## src/rtl/switch_port_collector.sv

```systemverilog
// Per-port capture FIFOs on the switch outputs, drained through one registered read port.
// Pop-to-rd_valid latency 1 cycle; pushes to a full port are dropped and flagged sticky in overflow.

module spc_fifo #(
   parameter int DEPTH = 4,
   parameter int W     = 16,
   parameter int CNT_W = $clog2(DEPTH)+1
)(
   input  logic             clk,
   input  logic             reset,
   input  logic             push,
   input  logic             pop,
   input  logic [W-1:0]     wdat,
   output logic [W-1:0]     rdat,
   output logic [CNT_W-1:0] count,
   output logic             full,
   output logic             empty
);
   localparam int PW = $clog2(DEPTH);

   logic [W-1:0]  mem [DEPTH];
   logic [PW-1:0] wr_ptr, rd_ptr;
   logic          do_push, do_pop;

   // A pop frees the slot the same-cycle push lands in, so full+pop still accepts.
   assign do_pop  = pop && !empty;
   assign do_push = push && (!full || do_pop);

   always_ff @(posedge clk) begin
      if (reset) begin
         wr_ptr <= '0;
         rd_ptr <= '0;
         count  <= '0;
      end else begin
         if (do_push) wr_ptr <= wr_ptr + 1'b1;
         if (do_pop)  rd_ptr <= rd_ptr + 1'b1;
         case ({do_push, do_pop})
            2'b10:   count <= count + 1'b1;
            2'b01:   count <= count - 1'b1;
            default: count <= count;
         endcase
      end
   end

   always_ff @(posedge clk) begin
      if (!reset && do_push) mem[wr_ptr] <= wdat;
   end

   assign rdat  = mem[rd_ptr];
   assign full  = (count == CNT_W'(DEPTH));
   assign empty = (count == '0);
endmodule

module switch_port_collector #(
   parameter int NUM_PORTS = 4,
   parameter int DEPTH     = 4,
   parameter int DATA_W    = 8,
   parameter int CNT_W     = $clog2(DEPTH)+1
)(
   input  logic                        clk,
   input  logic                        reset,
   input  logic [NUM_PORTS-1:0]        valid_out,
   input  logic [NUM_PORTS*DATA_W-1:0] data_out,
   input  logic [NUM_PORTS*DATA_W-1:0] addr_out,
   input  logic [1:0]                  rd_port,
   input  logic                        rd_req,
   input  logic [NUM_PORTS-1:0]        ovf_clr,
   output logic                        rd_valid,
   output logic [DATA_W-1:0]           rd_data,
   output logic [DATA_W-1:0]           rd_addr,
   output logic [NUM_PORTS*CNT_W-1:0]  count,
   output logic [NUM_PORTS-1:0]        empty,
   output logic [NUM_PORTS-1:0]        full,
   output logic [NUM_PORTS-1:0]        overflow
);
   logic [NUM_PORTS-1:0] push, pop_sel, drop;
   logic [2*DATA_W-1:0]  head [NUM_PORTS];
   logic                 pop_ok;

   // The switch tri-states during its own reset; only a clean 1 is a push.
   always_comb begin
      push    = '0;
      pop_sel = '0;
      for (int p = 0; p < NUM_PORTS; p++) begin
         push[p]    = (valid_out[p] === 1'b1);
         pop_sel[p] = rd_req && (rd_port == 2'(p));
      end
   end

   assign pop_ok = rd_req && !empty[rd_port];

   for (genvar g = 0; g < NUM_PORTS; g++) begin : g_port
      spc_fifo #(.DEPTH(DEPTH), .W(2*DATA_W), .CNT_W(CNT_W)) u_fifo (
         .clk   (clk),
         .reset (reset),
         .push  (push[g]),
         .pop   (pop_sel[g]),
         .wdat  ({addr_out[g*DATA_W+:DATA_W], data_out[g*DATA_W+:DATA_W]}),
         .rdat  (head[g]),
         .count (count[g*CNT_W+:CNT_W]),
         .full  (full[g]),
         .empty (empty[g])
      );
      // Full implies non-empty, so a same-port pop always makes room.
      assign drop[g] = push[g] && full[g] && !pop_sel[g];
   end

   always_ff @(posedge clk) begin
      if (reset) overflow <= '0;
      else       overflow <= drop | (overflow & ~ovf_clr);
   end

   always_ff @(posedge clk) begin
      if (reset) begin
         rd_valid <= 1'b0;
         rd_data  <= '0;
         rd_addr  <= '0;
      end else begin
         rd_valid <= pop_ok;
         if (pop_ok) {rd_addr, rd_data} <= head[rd_port];
      end
   end
endmodule

```

## config.mk

```make
export PLATFORM = sky130hd
export DESIGN_NAME = switch_port_collector
export DESIGN_NICKNAME = d
export VERILOG_FILES = /design/src/rtl/switch_port_collector.sv
export SDC_FILE = /design/constraint.sdc
export NUM_CORES = 1
export LEC_CHECK = 0
export BUFFER_PORTS_ARGS = -buffer_cell sky130_fd_sc_hd__buf_2
export CORE_UTILIZATION = 30
export DETAILED_ROUTE_END_ITERATION = 8
export PLACE_DENSITY_LB_ADDON = 0.1
export SLEW_MARGIN = 20
export SYNTH_ARGS = -nofsm -noshare
export SYNTH_HDL_FRONTEND = slang
export SYNTH_SLANG_ARGS = --single-unit
```

## constraint.sdc

```tcl
create_clock -name clk -period 4 [get_ports clk]
set_clock_uncertainty 0.2 [all_clocks]
set_input_delay 0.4 -clock clk [delete_from_list [all_inputs] [get_ports clk]]
set_output_delay 0.4 -clock clk [all_outputs]
set_load 0.02 [all_outputs]
```

==> run_results.csv <==
group,metric,value,unit
outcome,status,"finished, violations left",
outcome,violations,"design-rule violations",
placed_design,port_buffers,117,
final_layout,drive_gt1_share,25.9,%
detailed_routing,viasPerCell,4.61,
global_routing,grt_pass1_vias,7313,
floorplan,core_area,0.0407,mm²
floorplan,die_x,205,µm
synthesis,synth_cells,737,
synthesis,async_flop_share,0,%
worst_setup_path,critPathTopFamily,"simple AND/OR/NAND/NOR gates",
synthesis,synth_flop_cell,"edfxtp_1",
synthesis,syn_nets,838,
synthesis,yosysSeqAreaShare,71.3,%
detailed_routing,finalWirelength,29.2,mm
synthesis,yosys-top-cells-count,"256 x edfxtp_1, 68 x mux2i_1, 57 x dfxtp_1, 38 x nor2_1",
clock_tree,cts_tree,"yes",
timing,setup_tns,0,ns
final_layout,area_growth,25.6,%
timing,period_minus_slack,2.82,ns
synthesis,yosysMostFrequentCell,"edfxtp_1",
synthesis,synth.area.top_cells,"edfxtp_1 62%, dfxtp_1 9.2%, mux4_2 5.8%",
global_routing,overflow,0,
final_layout,nets,1032,
clock_tree,clockBufferDepth,3,
timing,holdWs,0.156,ns
synthesis,synth_seq_cells,313,
worst_setup_path,crit_type,"reg -> reg",
clock_tree,numClockSinks,313,
power_and_ir_drop,p_leak,5.24,nW
synthesis,yosys.area_share.simple,5.10,%
floorplan,rows,74,
synthesis,syn_area_per_cell,16.8,µm²
placed_design,dpl_worst_slack,1.07,ns
worst_setup_path,critPathBufInv,1,
floorplan,die_height,205,µm
worst_hold_path,min_from,"valid_out[0]",
synthesis,synth-compound-area-share,5.48,%
final_layout,n_fill_cell,3818,
placed_design,hpwl,20.2,mm
final_layout,finish.utilization,38.2,%
worst_hold_path,hp-class,"in -> reg",
synthesis,syn_area,0.0124,mm²
clock_tree,htreeDepth,2,
timing,fmax,354,MHz
worst_setup_path,path_cells,"nor3b_1 -> a21bo_2 -> ha_1 -> inv_1 -> fa_1 -> xor2_1 -> or3_1 -> a21oi_1",
synthesis,yosys.area.top_type,"edfxtp_1",
synthesis,synthMuxAreaShare,11.3,%
synthesis,yosysWarnings,0,
timing,hold_viol_final,0,
detailed_routing,drtAntennaViolNets,0,
worst_setup_path,slowest_stage,"dfxtp_1",
run,maxCapViolations,0,
power_and_ir_drop,ir_drop,0.257,mV
floorplan,dieArea,0.0421,mm²
clock_tree,path_clk_slew,0.06,ns
clock_tree,ctsResizeCount,0,
worst_setup_path,worst_setup_path_start_kind,"flop",
detailed_routing,drt-pass1-iter-count,8,
floorplan,num_io_pins,118,
synthesis,synth_edf_count,256,
global_routing,grt_antenna_before_repair,3,
detailed_routing,drt_iter0_drc,279,
placed_design,gp_congestion,0.711,
synthesis,yosys.area_share.adder,2.67,%
synthesis,synth_top_family_by_area,"multiplexers",
clock_tree,numCtsBuffers,37,
worst_setup_path,cp-end-kind,"flop",
placed_design,dp.cells,1352,
synthesis,ys_types,43,
timing,setup_viol_count_final,0,
worst_setup_path,rrSetupSlack,1.18,ns
final_layout,stdcell_count,1491,
timing,rsz0062_at_grt,"false",
timing,slew_headroom,30.2,%
timing,worst_pin_slew,1.05,ns
global_routing,grt_pass1_wl,43.5,mm
worst_setup_path,critPathMaxFanout,7,
worst_setup_path,cp.arrival,3.05,ns
timing,finalCritPeriodShare,70.6,%
worst_setup_path,crit_start,"g_port[1].u_fifo.count[2]$_SDFFE_PP0P_",
clock_tree,clock_latency,0.52,ns
timing,slew_viol_final,0,
worst_setup_path,rr_startpoint,"g_port[1].u_fifo.count[2]$_SDFFE_PP0P_",
timing,setup_slack,1.18,ns
clock_tree,cts_root_buf,"clkbuf_16",
detailed_routing,dr_total_vias,6871,
detailed_routing,avgRoutedWirePerCell,19.6,µm
global_routing,grt_max_degree,33,
synthesis,synth.top_cell.area_share,62.1,%
worst_setup_path,crit_required,4.22,ns
detailed_routing,drc,1,
power_and_ir_drop,p_per_area,503,mW/mm²
floorplan,initial_utilization,30.4,%
worst_setup_path,critPathMaxStageDelay,0.42,ns
global_routing,grt.total_usage,14.1,%
synthesis,synth-xor-area-share,1.41,%
## worst paths after layout
| path | endpoint | cells after the start |
|---|---|---|
| min reg2reg | flop | 2 |
| max reg2reg | g_port[1].u_fifo.count[2]$_SDFFE_PP0P_ | 8 |
| max | g_port[1].u_fifo.count[2]$_SDFFE_PP0P_ | 8 |
| min | g_port[0].u_fifo.wr_ptr[0]$_SDFFE_PP0P_ | 5 |
## timing repair
item / CTS / global route
buffers inserted: 0 / 0
hold buffers: 72 / 0
endpoints found under the setup margin: 0 / 0
hold endpoints to repair: 260 / 0
## cells in the final DEF (no fill, tap or decap), types with 3 or more instances in the layout
cell | synthesis | final
a211oi_1 | 16 | 16
and2_1 | 6 | 6
nor3b_4 | 0 | 8
inv_1 | 26 | 26
dlygate4sd3_1 | 0 | 72
nand2_1 | 17 | 17
buf_2 | 12 | 117
nor3b_1 | 16 | 4
nand3b_1 | 5 | 5
mux4_2 | 32 | 32
nand3_1 | 4 | 4
ha_1 | 20 | 20
fa_1 | 4 | 4
nor2_1 | 38 | 38
clkbuf_8 | 0 | 6
clkinv_2 | 0 | 4
clkbuf_1 | 21 | 9
o22ai_1 | 32 | 32
edfxtp_1 | 256 | 256
bufinv_16 | 0 | 3
mux2i_1 | 68 | 68
buf_4 | 9 | 13
o21ai_0 | 4 | 4
clkbuf_16 | 0 | 39
a311oi_1 | 7 | 7
xnor2_1 | 10 | 10
or3_1 | 5 | 5
a21oi_1 | 10 | 10
xor2_1 | 10 | 10
nor3_1 | 20 | 20
a311oi_2 | 9 | 9
nor3b_2 | 1 | 5
dfxtp_1 | 57 | 55
## area by class of cell
type | count | area [µm²] | area share (%)
clock inverters | 11 | 139 | 0.892
inverters | 26 | 97.6 | 0.627
well taps | 532 | 666 | 4.28
diodes | 2 | 5.00 | 0.0322
multi-input cells | 351 | 3330 | 21.4
flip-flops and latches | 313 | 8830 | 56.7
repair buffers | 202 | 1400 | 9.02
clock buffers | 54 | 1090 | 7.02
## tightest hold or removal path, cell delays in order
cell     delay, ns
buf_2         0.10
o41ai_1       0.05
buf_4         0.13
xnor2_1       0.06
nor2_1        0.07
## metal layers
layer / vias to the layer above / track usage (%) / routed length [µm]
met1: 3456 / 17.7 / 12800
met4: 2 / 4.76 / 679
li1: 3237 / - / -
met3: 46 / 2.47 / 1180
met2: 130 / 24.5 / 14600
met5: - / 0 / 11
## cell families after synthesis
logic type,count (synthesis)
flip-flops,313
AND/OR/NAND/NOR,121
multiplexers,100
AO/OA/AOI/OAI,86
buffers and inverters,73
adder cells (fa/ha/maj),24
XOR/XNOR,20
## metrics by stage
| step | instance area (µm²) | total power [mW] |
|---|---|---|
| floorplan | 12400 | 4.23 |
| global placement | 13600 | 4.47 |
| detailed placement | 13600 | 4.50 |
| CTS | 15600 | 7.93 |
| global route | 15600 | 8.11 |
| finish | 15600 | 7.82 |
## sequential cells by signal, indices dropped and copies added, names as in the netlist, named ones only
name and count:
g_port.u_fifo.count 12, g_port.u_fifo.mem 256, g_port.u_fifo.rd_ptr 8, g_port.u_fifo.wr_ptr 8, overflow 4, rd_addr 8
rd_data 8, rd_valid 1
## report_power, final
part | switching, mW | total, mW | internal, mW
clock | 1.26 | 3.35 | 2.09
sequential | 0.0907 | 3.75 | 3.66
combinational | 0.415 | 0.717 | 0.301
Note: power is estimated with default switching activity, not from simulation.
